### src/rtl/unidade_controle_multiciclo.sv
// -----------------------------------------------------------------------------
// unidade_controle_multiciclo
//
// Multi-cycle control FSM for a MIPS datapath. It sequences fetch, decode,
// execute, memory and writeback, and drives every datapath enable from the
// state register (Moore style). Two outputs are exceptions: the BUSCA
// irEscreve/pcEscreve pulse follows the memory handshake, and the DESVIO
// pcEscreve follows the ALU zero flag.
//
// Parameters
//   LAT_MULDIV : cycles spent in ESPERA_MD for mult/div (1..15)
//   LARG_CONT  : width of the mult/div wait counter
//
// Ports
//   clock, reset (async, active-low)
//   opcode, funct    : fields of the instruction register
//   isZero           : ALU result == 0
//   memPronto        : memory access complete
//   ulaOpCode        : ALU op (Add 000 Sub 001 Or 010 Equal 011 Less 100
//                      Mult 101 Div 110 And 111)
//   ulaFonteA/B      : ALU operand selects
//   pcEscreve/pcFonte: PC write enable and source select
//   iOuD, memLe, memEscreve : memory address select and requests
//   irEscreve        : instruction register load
//   regEscreve, regDestino, memParaReg : register file write controls
//   excecao          : illegal instruction (held until reset)
//   estado           : current state, for debug
// -----------------------------------------------------------------------------
module unidade_controle_multiciclo #(
  parameter int LAT_MULDIV = 4,
  parameter int LARG_CONT  = 4
) (
  input  logic       clock,
  input  logic       reset,
  input  logic [5:0] opcode,
  input  logic [5:0] funct,
  input  logic       isZero,
  input  logic       memPronto,
  output logic [2:0] ulaOpCode,
  output logic       ulaFonteA,
  output logic [1:0] ulaFonteB,
  output logic       pcEscreve,
  output logic [1:0] pcFonte,
  output logic       iOuD,
  output logic       memLe,
  output logic       memEscreve,
  output logic       irEscreve,
  output logic       regEscreve,
  output logic       regDestino,
  output logic       memParaReg,
  output logic       excecao,
  output logic [3:0] estado
);

  typedef enum logic [3:0] {
    INICIO          = 4'd0,
    BUSCA           = 4'd1,
    DECODIFICA      = 4'd2,
    EXEC_R          = 4'd3,
    ESPERA_MD       = 4'd4,
    ESCRITA_R       = 4'd5,
    CALC_END        = 4'd6,
    LE_MEM          = 4'd7,
    ESCRITA_MEM_REG = 4'd8,
    ESCREVE_MEM     = 4'd9,
    DESVIO          = 4'd10,
    SALTO           = 4'd11,
    EXEC_I          = 4'd12,
    ESCRITA_I       = 4'd13,
    INVALIDA        = 4'd14
  } estado_t;

  localparam logic [2:0] ULA_ADD  = 3'b000;
  localparam logic [2:0] ULA_SUB  = 3'b001;
  localparam logic [2:0] ULA_OR   = 3'b010;
  localparam logic [2:0] ULA_EQ   = 3'b011;
  localparam logic [2:0] ULA_LESS = 3'b100;
  localparam logic [2:0] ULA_MULT = 3'b101;
  localparam logic [2:0] ULA_DIV  = 3'b110;
  localparam logic [2:0] ULA_AND  = 3'b111;

  localparam logic [5:0] OP_R    = 6'b000000;
  localparam logic [5:0] OP_LW   = 6'b100011;
  localparam logic [5:0] OP_SW   = 6'b101011;
  localparam logic [5:0] OP_BEQ  = 6'b000100;
  localparam logic [5:0] OP_BNE  = 6'b000101;
  localparam logic [5:0] OP_J    = 6'b000010;
  localparam logic [5:0] OP_ADDI = 6'b001000;
  localparam logic [5:0] OP_ORI  = 6'b001101;
  localparam logic [5:0] OP_SLTI = 6'b001010;

  localparam logic [5:0] FN_ADD  = 6'b100000;
  localparam logic [5:0] FN_SUB  = 6'b100010;
  localparam logic [5:0] FN_AND  = 6'b100100;
  localparam logic [5:0] FN_OR   = 6'b100101;
  localparam logic [5:0] FN_SLT  = 6'b101010;
  localparam logic [5:0] FN_EQ   = 6'b101000;
  localparam logic [5:0] FN_MULT = 6'b011000;
  localparam logic [5:0] FN_DIV  = 6'b011010;

  localparam logic [LARG_CONT-1:0] CONT_FIM = LARG_CONT'(LAT_MULDIV - 1);

  function automatic logic [2:0] op_de_funct(input logic [5:0] f);
    case (f)
      FN_SUB:  op_de_funct = ULA_SUB;
      FN_AND:  op_de_funct = ULA_AND;
      FN_OR:   op_de_funct = ULA_OR;
      FN_SLT:  op_de_funct = ULA_LESS;
      FN_EQ:   op_de_funct = ULA_EQ;
      FN_MULT: op_de_funct = ULA_MULT;
      FN_DIV:  op_de_funct = ULA_DIV;
      default: op_de_funct = ULA_ADD;
    endcase
  endfunction

  function automatic logic funct_valido(input logic [5:0] f);
    case (f)
      FN_ADD, FN_SUB, FN_AND, FN_OR, FN_SLT, FN_EQ, FN_MULT, FN_DIV:
        funct_valido = 1'b1;
      default:
        funct_valido = 1'b0;
    endcase
  endfunction

  estado_t              estado_q, estado_d;
  logic [LARG_CONT-1:0] cont_q, cont_d;
  // ALU op and branch/store flavour are captured in DECODIFICA so that the
  // later states decode purely from registers, and the op stays stable
  // across the whole mult/div wait.
  logic [2:0]           ula_op_q, ula_op_d;
  logic                 eh_bne_q, eh_bne_d;
  logic                 eh_sw_q, eh_sw_d;

  always_ff @(posedge clock or negedge reset) begin
    if (!reset) begin
      estado_q <= INICIO;
      cont_q   <= '0;
      ula_op_q <= ULA_ADD;
      eh_bne_q <= 1'b0;
      eh_sw_q  <= 1'b0;
    end else begin
      estado_q <= estado_d;
      cont_q   <= cont_d;
      ula_op_q <= ula_op_d;
      eh_bne_q <= eh_bne_d;
      eh_sw_q  <= eh_sw_d;
    end
  end

  always_comb begin
    estado_d = estado_q;
    cont_d   = cont_q;
    ula_op_d = ula_op_q;
    eh_bne_d = eh_bne_q;
    eh_sw_d  = eh_sw_q;
    case (estado_q)
      INICIO: estado_d = BUSCA;
      BUSCA:  if (memPronto) estado_d = DECODIFICA;
      DECODIFICA: begin
        eh_bne_d = (opcode == OP_BNE);
        eh_sw_d  = (opcode == OP_SW);
        case (opcode)
          OP_R: begin
            estado_d = EXEC_R;
            ula_op_d = op_de_funct(funct);
          end
          OP_LW, OP_SW: estado_d = CALC_END;
          OP_BEQ, OP_BNE: estado_d = DESVIO;
          OP_J: estado_d = SALTO;
          OP_ADDI: begin
            estado_d = EXEC_I;
            ula_op_d = ULA_ADD;
          end
          OP_ORI: begin
            estado_d = EXEC_I;
            ula_op_d = ULA_OR;
          end
          OP_SLTI: begin
            estado_d = EXEC_I;
            ula_op_d = ULA_LESS;
          end
          default: estado_d = INVALIDA;
        endcase
      end
      EXEC_R: begin
        if (!funct_valido(funct)) begin
          estado_d = INVALIDA;
        end else if (funct == FN_MULT || funct == FN_DIV) begin
          estado_d = ESPERA_MD;
          cont_d   = '0;
        end else begin
          estado_d = ESCRITA_R;
        end
      end
      ESPERA_MD: begin
        cont_d = cont_q + 1'b1;
        if (cont_q == CONT_FIM) estado_d = ESCRITA_R;
      end
      ESCRITA_R:       estado_d = BUSCA;
      CALC_END:        estado_d = eh_sw_q ? ESCREVE_MEM : LE_MEM;
      LE_MEM:          if (memPronto) estado_d = ESCRITA_MEM_REG;
      ESCRITA_MEM_REG: estado_d = BUSCA;
      ESCREVE_MEM:     if (memPronto) estado_d = BUSCA;
      DESVIO:          estado_d = BUSCA;
      SALTO:           estado_d = BUSCA;
      EXEC_I:          estado_d = ESCRITA_I;
      ESCRITA_I:       estado_d = BUSCA;
      INVALIDA:        estado_d = INVALIDA;
      default:         estado_d = INICIO;
    endcase
  end

  always_comb begin
    ulaOpCode  = ULA_ADD;
    ulaFonteA  = 1'b0;
    ulaFonteB  = 2'b00;
    pcEscreve  = 1'b0;
    pcFonte    = 2'b00;
    iOuD       = 1'b0;
    memLe      = 1'b0;
    memEscreve = 1'b0;
    irEscreve  = 1'b0;
    regEscreve = 1'b0;
    regDestino = 1'b0;
    memParaReg = 1'b0;
    excecao    = 1'b0;
    case (estado_q)
      BUSCA: begin
        memLe     = 1'b1;
        ulaFonteB = 2'b01;
        // IR load and PC+4 happen only on the handshake cycle
        irEscreve = memPronto;
        pcEscreve = memPronto;
      end
      DECODIFICA: ulaFonteB = 2'b11;
      EXEC_R, ESPERA_MD: begin
        ulaFonteA = 1'b1;
        ulaOpCode = ula_op_q;
      end
      ESCRITA_R: begin
        regEscreve = 1'b1;
        regDestino = 1'b1;
      end
      CALC_END: begin
        ulaFonteA = 1'b1;
        ulaFonteB = 2'b10;
      end
      LE_MEM: begin
        memLe = 1'b1;
        iOuD  = 1'b1;
      end
      ESCRITA_MEM_REG: begin
        regEscreve = 1'b1;
        memParaReg = 1'b1;
      end
      ESCREVE_MEM: begin
        memEscreve = 1'b1;
        iOuD       = 1'b1;
      end
      DESVIO: begin
        ulaFonteA = 1'b1;
        ulaOpCode = ULA_SUB;
        pcFonte   = 2'b01;
        pcEscreve = eh_bne_q ? !isZero : isZero;
      end
      SALTO: begin
        pcEscreve = 1'b1;
        pcFonte   = 2'b10;
      end
      EXEC_I: begin
        ulaFonteA = 1'b1;
        ulaFonteB = 2'b10;
        ulaOpCode = ula_op_q;
      end
      ESCRITA_I: regEscreve = 1'b1;
      INVALIDA:  excecao = 1'b1;
      default: ;
    endcase
  end

  assign estado = estado_q;

endmodule

### config.mk
export PLATFORM = sky130hd
export DESIGN_NAME = unidade_controle_multiciclo
export DESIGN_NICKNAME = d
export VERILOG_FILES = /design/src/rtl/unidade_controle_multiciclo.sv
export SDC_FILE = /design/constraint.sdc
export NUM_CORES = 1
export LEC_CHECK = 0
export ABC_AREA = 1
export BUFFER_PORTS_ARGS = -buffer_cell sky130_fd_sc_hd__buf_2
export CAP_MARGIN = 20
export CORE_MARGIN = 5
export CORE_UTILIZATION = 30
export DETAILED_ROUTE_END_ITERATION = 8
export PLACE_DENSITY = 0.54
export SLEW_MARGIN = 10
export SYNTH_ARGS = -nofsm -noshare
export SYNTH_HDL_FRONTEND = slang
export SYNTH_SLANG_ARGS = --single-unit
### constraint.sdc
create_clock -name clock -period 1.3 [get_ports clock]
set_input_delay 0.195 -clock clock [delete_from_list [all_inputs] [get_ports clock]]
set_output_delay 0.195 -clock clock [all_outputs]
set_load 0.02 [all_outputs]
==> results.yml, run 1 <==
run_status:
  outcome: "complete, but fails checks"
  violations: "setup timing"
synth:
  synthAdderAreaFrac: 0.01067
  synth_compound_area_frac: 0.09925
  synth-xor-area-share: 0.02241
  yosysWarnings: 0
  syn_area_per_cell_um2: 6.106
  synth_fp_nets: 209
  synth_top_family_by_area: "simple AND/OR/NAND/NOR gates"
  synthSimpleGateAreaFrac: 0.4749
  ys_types: 25
  syn_inst: 192
  synth_seq_area_share: 0.2775
  muxShareOfSynthArea: 0
  ys_seq_elements: 13
  syn_area_um2: 1172
place:
  dp_hpwl_um: 2787
  io_buffers: 36
  gp_congestion: 0.8208
sta:
  finalSetupViolCount: 30
  timing.hold.ws_ns: 0.2689
  slew_headroom: 0.7791
  min_period_ns: 1.705
  rsz0062_at_grt: "yes"
  min_period_over_period: 1.312
  maxSlewViolCount: 0
  hold_viol: 0
  max_clock_freq_mhz: 586.5
  fin_worst_skew_ns: 0.01230
  fin_ws_ns: -0.4050
  worst_pin_slew_ns: 0.3314
floorplan:
  initial_core_util: 0.3155
  rows: 22
  dieArea_um2: 5258
  pin_count: 37
  die_x_um: 72.52
  fp.dieH_um: 72.52
  core_um2: 3716
pwr:
  powerDensity_nw_per_um2: 2034
  p_clk_frac: 0.088
  p_sw_uw: 2075
  comb_power_share: 0.730
  p_int_uw: 2248
  switching_share: 0.4800
  ir_drop_mv: 1.305
  power_leakage_uw: 0.001121
  pwr-share-seq: 0.182
worst_setup_path:
  critPathKind: "register to output port"
  reg2reg_depth: 12
  required_ns: 1.11
  timing.rr.end: "estado[2]$_DFFE_PN0P_"
  critPathLaunch: "estado[2]$_DFFE_PN0P_"
  crit_arrival_ns: 1.51
  r2r-start: "estado[1]$_DFFE_PN0P_"
  cp-endpoint: "ulaOpCode[0]"
  worstPathMaxFanout: 5
  r2r_slack_ns: -0.35
  end_kind: "output port"
  startpoint_type: "register"
global_route:
  grt_pass1_vias: 1402
  grt_use_total: 0.1393
  grt_pass1_wl_um: 5920
  overflow: 0
  grt_start_max_net_pins: 14
  antenna_found_initial: 0
route:
  postRouteAntennaNets: 0
  vias_per_cell: 4.660
  vias: 1496
  drt_iter0_drc: 64
  drc: 0
  wire_per_inst_um: 12.04
  firstDrtPassIters: 4
  wirelength_um: 3865
cells_and_area:
  n_antenna_cell: 0
  syn_to_final_growth_pct: 81.32
  fin_util: 0.5721
  drive_gt1_frac: 0.5421
  fin_nets: 291
cts:
  clock_latency_ns: 0.25
  cts_buffers: 3
  cts_tree: "done"
  cts.sinks: 13
  max-clock-path-buffers: 2
  clkTransAtPathRegs_ns: 0.07
  cts-root-buf: "clkbuf_8"
  h-tree-depth: 1
hold_path:
  min_from: "opcode[2]"
  min_path_cells: 4
  worst_hold_path_type: "primary input to register"
run:
  maxCapViolCount: 0
cell families (layout without fill, tap and decap cells):
kind of cell	count (synthesis)	in the layout
simple gates	120	120
compound gates	19	19
flops	13	13
fa+ha+maj	1	1
buf+inv	36	117
xor+xnor	3	3
final cells by class:
class	instances	area [um^2]
Sequential cell	13	330.3
Clock buffer	4	45.04
Inverter	36	142.6
Fill cell	361	1590
Timing Repair Buffer	77	615.6
Tap cell	48	60.06
Multi-Input combinational cell	143	932.1
through the flow:
step	instances	instance area, um^2	worst slack [ns]	setup TNS [ns]	power, uW
after detailed placement	302	1658	-0.2043	-2.203	2886
after floorplan	192	1222	-0.1334	-0.5810	2056
after global routing	321	2126	-0.4610	-10.19	4625
final	321	2126	-0.4050	-8.020	4323
after global placement	302	1658	-0.2099	-2.251	2883
after CTS	313	1916	-0.3809	-6.987	3713
power by group through the flow:
stage | logic, uW | clock network (uW) | registers (uW)
finish | 3150 | 382 | 787
global route | 3400 | 410 | 811
CTS | 2560 | 385 | 771
detailed placement | 2140 | 0 | 748
global placement | 2140 | 0 | 744
floorplan | 1260 | 0 | 800
cell usage after synthesis:
master | instances | area share
nand2_1 | 51 | 0.16
inv_1 | 28 | 0.090
nor2_1 | 27 | 0.086
nand3_1 | 17 | 0.073
dfrtp_1 | 13 | 0.28
inv_2 | 8 | 0.026
nand4_1 | 8 | 0.043
nor2_2 | 7 | 0.037
o21ai_0 | 4 | 0.017
o22ai_1 | 4 | 0.021
a21oi_1 | 3 | 0.013
nor2_4 | 3 | 0.029
a21oi_2 | 2 | 0.015
nand2_2 | 2 | 0.011
nor3_1 | 2 | 0.0085
o211ai_1 | 2 | 0.013
o21ai_1 | 2 | 0.0085
xor2_1 | 2 | 0.015
a31oi_1 | 1 | 0.0053
ha_1 | 1 | 0.011
nand2_4 | 1 | 0.0096
nand3_2 | 1 | 0.0085
nor3b_1 | 1 | 0.0064
o31ai_1 | 1 | 0.0064
xnor2_1 | 1 | 0.0075
timing repair:
| action | 4_1_cts | 5_1_grt |
|---|---|---|
| buffers inserted | 6 | 10 |
| gates resized for setup | 48 | 40 |
| hold endpoints to repair | 13 | 0 |
| hold buffers | 1 | 0 |
| pin swaps | 7 | 9 |
| endpoints found under the setup margin | 28 | 30 |
layer usage:
metal,vias to the layer above,track usage,part of all wire
met5,-,0,0
met3,4,0.03601,0.055
met4,0,0.01230,0.0060
li1,776,-,-
met2,31,0.2376,0.51
met1,685,0.1840,0.43
how the worst min path moves through the flow:
stage / to / slack [ns]
after global routing: eh_sw_q$_DFFE_PN0P_ / 0.30
after detailed placement: cont_q[3]$_DFFE_PN0P_ / 0.11
after CTS: estado[0]$_DFFE_PN0P_ / 0.29
after floorplan: cont_q[0]$_DFFE_PN0P_ / -0.10
final: eh_sw_q$_DFFE_PN0P_ / 0.27
after global placement: cont_q[3]$_DFFE_PN0P_ / 0.11
cells in the final DEF (no fill, tap or decap), types with 12 or more instances in the layout:
cell	n
nor2_1	19
buf_2	19
nand3_1	15
nand2_1	37
nand2_2	12
inv_2	15
buf_4	35
inv_1	18
buf_6	22
nor2_4	15
critical path, stage by stage, from the launching register on:
cell	delay [ns]
dfrtp_2	0.47
buf_4	0.16
nand2_2	0.13
nor2_4	0.07
nor2_4	0.12
inv_2	0.06
nand2_2	0.06
nand2_2	0.05
buf_6	0.12
state kept, by name, indices dropped and copies added (netlist names):
signal    count
eh_bne_q      1
estado        4
ula_op_q      3
eh_sw_q       1
cont_q        4
No activity file was read; power rests on OpenSTA's default activity.
==> run 2, diff against run 1 <==
--- a/config.mk
+++ b/config.mk
@@ -8,10 +8,13 @@
 export ABC_AREA = 1
 export BUFFER_PORTS_ARGS = -buffer_cell sky130_fd_sc_hd__buf_2
 export CAP_MARGIN = 20
+export CELL_PAD_IN_SITES_DETAIL_PLACEMENT = 1
+export CELL_PAD_IN_SITES_GLOBAL_PLACEMENT = 1
 export CORE_MARGIN = 5
 export CORE_UTILIZATION = 30
 export DETAILED_ROUTE_END_ITERATION = 8
-export PLACE_DENSITY = 0.54
+export PLACE_DENSITY = 0.82
+export SKIP_LAST_GASP = 1
 export SLEW_MARGIN = 10
 export SYNTH_ARGS = -nofsm -noshare
 export SYNTH_HDL_FRONTEND = slang
==> run 2 against run 1 <==
Net effect: the flow still finishes with violations (setup timing); clock-buffer cell count unchanged; combinational power up 42%; die area unchanged; clock power up 17%; global-route usage up 13 points; via count up 30%; design area up 16%; fmax down 8.6%; register-to-register slack worse by 0.19 ns; largest cell class unchanged; largest power group unchanged; highest routed layer unchanged.
==> results.yml, run 2 (synthesized netlist as in run 1, its figures left out) <==
run:
  maxCapViolCount: 0
sta:
  setup_tns_ns: -13.13
  maxSlewViolCount: 0
  fin_worst_skew_ns: 0.02001
  timing.hold.ws_ns: 0.3100
  hold_viol: 0
  fin_ws_ns: -0.5646
  min_period_over_period: 1.434
  rsz0062_at_grt: "yes"
  min_period_ns: 1.865
  worst_pin_slew_ns: 0.4338
  slew_headroom: 0.7095
  max_clock_freq_mhz: 536.3
  finalSetupViolCount: 31
cells_and_area:
  drive_gt1_frac: 0.6103
  fin_nets: 308
  final_common_cell: "buf_4"
  n_antenna_cell: 0
  layout_common_cells: "buf_4 (36), buf_6 (35), nand2_1 (32), buf_2 (19), inv_1 (18)"
  layout.cells.non_filler: 338
  syn_to_final_growth_pct: 109.7
route:
  drt_iter0_drc: 243
  firstDrtPassIters: 4
  vias_per_cell: 5.737
  postRouteAntennaNets: 0
  wire_per_inst_um: 25.32
  vias: 1939
  drc: 0
  wirelength_um: 8559
pwr:
  powerDensity_nw_per_um2: 2332
  p_clk_frac: 0.078
  switching_share: 0.5182
  pwr-share-seq: 0.141
  comb_power_share: 0.781
  ir_drop_mv: 1.397
  p_int_uw: 2762
  power_leakage_uw: 0.001272
  p_sw_uw: 2971
place:
  dp.cells: 313
  dp_slack_ns: -0.2577
  io_buffers: 36
  gp_congestion: 0.8308
  dp_hpwl_um: 3433
floorplan:
  die_x_um: 72.52
  dieArea_um2: 5258
  initial_core_util: 0.3155
  rows: 22
  fp.dieH_um: 72.52
  core_um2: 3716
  pin_count: 37
global_route:
  grtUsageMet1: 0.3048
  top_usage_layer: "met2"
  grt_pass1_wl_um: 10430
  antenna_found_initial: 0
  use_met2: 0.4772
  grt_pass1_vias: 1925
  grt_start_max_net_pins: 14
  gr-usage-met3: 0.05679
  grt_use_total: 0.2717
  overflow: 0
worst_setup_path:
  startpoint_type: "register"
  r2r_slack_ns: -0.54
  critPathKind: "register to output port"
  r2r-start: "estado[0]$_DFFE_PN0P_"
  reg2reg_depth: 11
  crit_arrival_ns: 1.67
  worstPathMaxFanout: 4
  timing.rr.end: "ula_op_q[2]$_DFFE_PN0P_"
  required_ns: 1.11
  end_kind: "output port"
hold_path:
  hold_path_end: "eh_sw_q$_DFFE_PN0P_"
  min_path_cells: 4
  min_from: "opcode[2]"
  worst_hold_path_type: "primary input to register"
cts:
  clkTransAtPathRegs_ns: 0.08
  h-tree-depth: 1
  cts_tree: "done"
  max-clock-path-buffers: 2
  cts.sinks: 13
  cts-root-buf: "clkbuf_8"
  cts_buffers: 3
  clock_latency_ns: 0.29
run_status:
  violations: "setup timing"
  outcome: "complete, but fails checks"
## run 2: cell types whose count changed in the layout (fill, tap and decap cells not counted), sizes merged
cell,before,now
buf,76,93
clkinv,0,1
inv,36,35
## run 2: worst max path at each step
stage / to / cells past startpoint / slack, ns / startpoint
finish: ulaOpCode[0] / 10 / -0.56 / estado[2]$_DFFE_PN0P_
global route: ulaOpCode[0] / 9 / -0.61 / estado[3]$_DFFE_PN0P_
CTS: memEscreve / 7 / -0.42 / estado[0]$_DFFE_PN0P_
detailed placement: ulaOpCode[0] / 8 / -0.26 / estado[1]$_DFFE_PN0P_
global placement: ulaOpCode[0] / 10 / -0.15 / estado[3]$_DFFE_PN0P_
floorplan: ulaOpCode[0] / 9 / -0.13 / estado[3]$_DFFE_PN0P_
## run 2: power by group through the flow
stage,sequential [uW],combinational [uW],clock [uW]
CTS,755,3170,415
global placement,711,2350,0
global route,820,4630,468
floorplan,800,1260,0
finish,806,4480,447
detailed placement,731,2400,0
## run 2: layer usage
| metal | vias to the layer above | share of wire |
|---|---|---|
| met5 | - | 0 |
| met4 | 0 | 0.083 |
| met3 | 52 | 0.066 |
| met2 | 120 | 0.48 |
| met1 | 958 | 0.37 |
| li1 | 809 | - |
## run 2: timing repair
action,in CTS,in global routing
pin swaps,19,19
gates resized for setup,76,53
buffers inserted,8,13
endpoints found under the hold margin,13,0
hold buffers,1,0
setup endpoints to repair,29,31
## run 2: per-stage QoR
| step | area [um^2] | total power [uW] | util |
|---|---|---|---|
| 2_1_floorplan | 1222 | 2056 | - |
| 3_3_place_gp | 1740 | 3059 | 0.4684 |
| 3_5_place_dp | 1740 | 3134 | 0.4684 |
| 4_1_cts | 2142 | 4339 | 0.5764 |
| 5_1_grt | 2459 | 5922 | 0.6616 |
| 6_report | 2459 | 5733 | 0.6616 |
## run 2: final cells by class
class	instances	area [um^2]
Sequential cell	13	330.3
Tap cell	48	60.06
Multi-Input combinational cell	143	1033
Fill cell	457	1257
Clock buffer	4	45.04
Timing Repair Buffer	94	829.5
Inverter	36	160.2
## run 2: worst max-delay path, cell delays in order (launching register included)
cell,delay (ns)
dfrtp_2,0.47
nor2_4,0.18
inv_2,0.08
nor2_4,0.10
inv_2,0.07
nand2_4,0.07
nor2_4,0.05
inv_2,0.10
nand2_2,0.06
nand2_2,0.08
buf_6,0.12
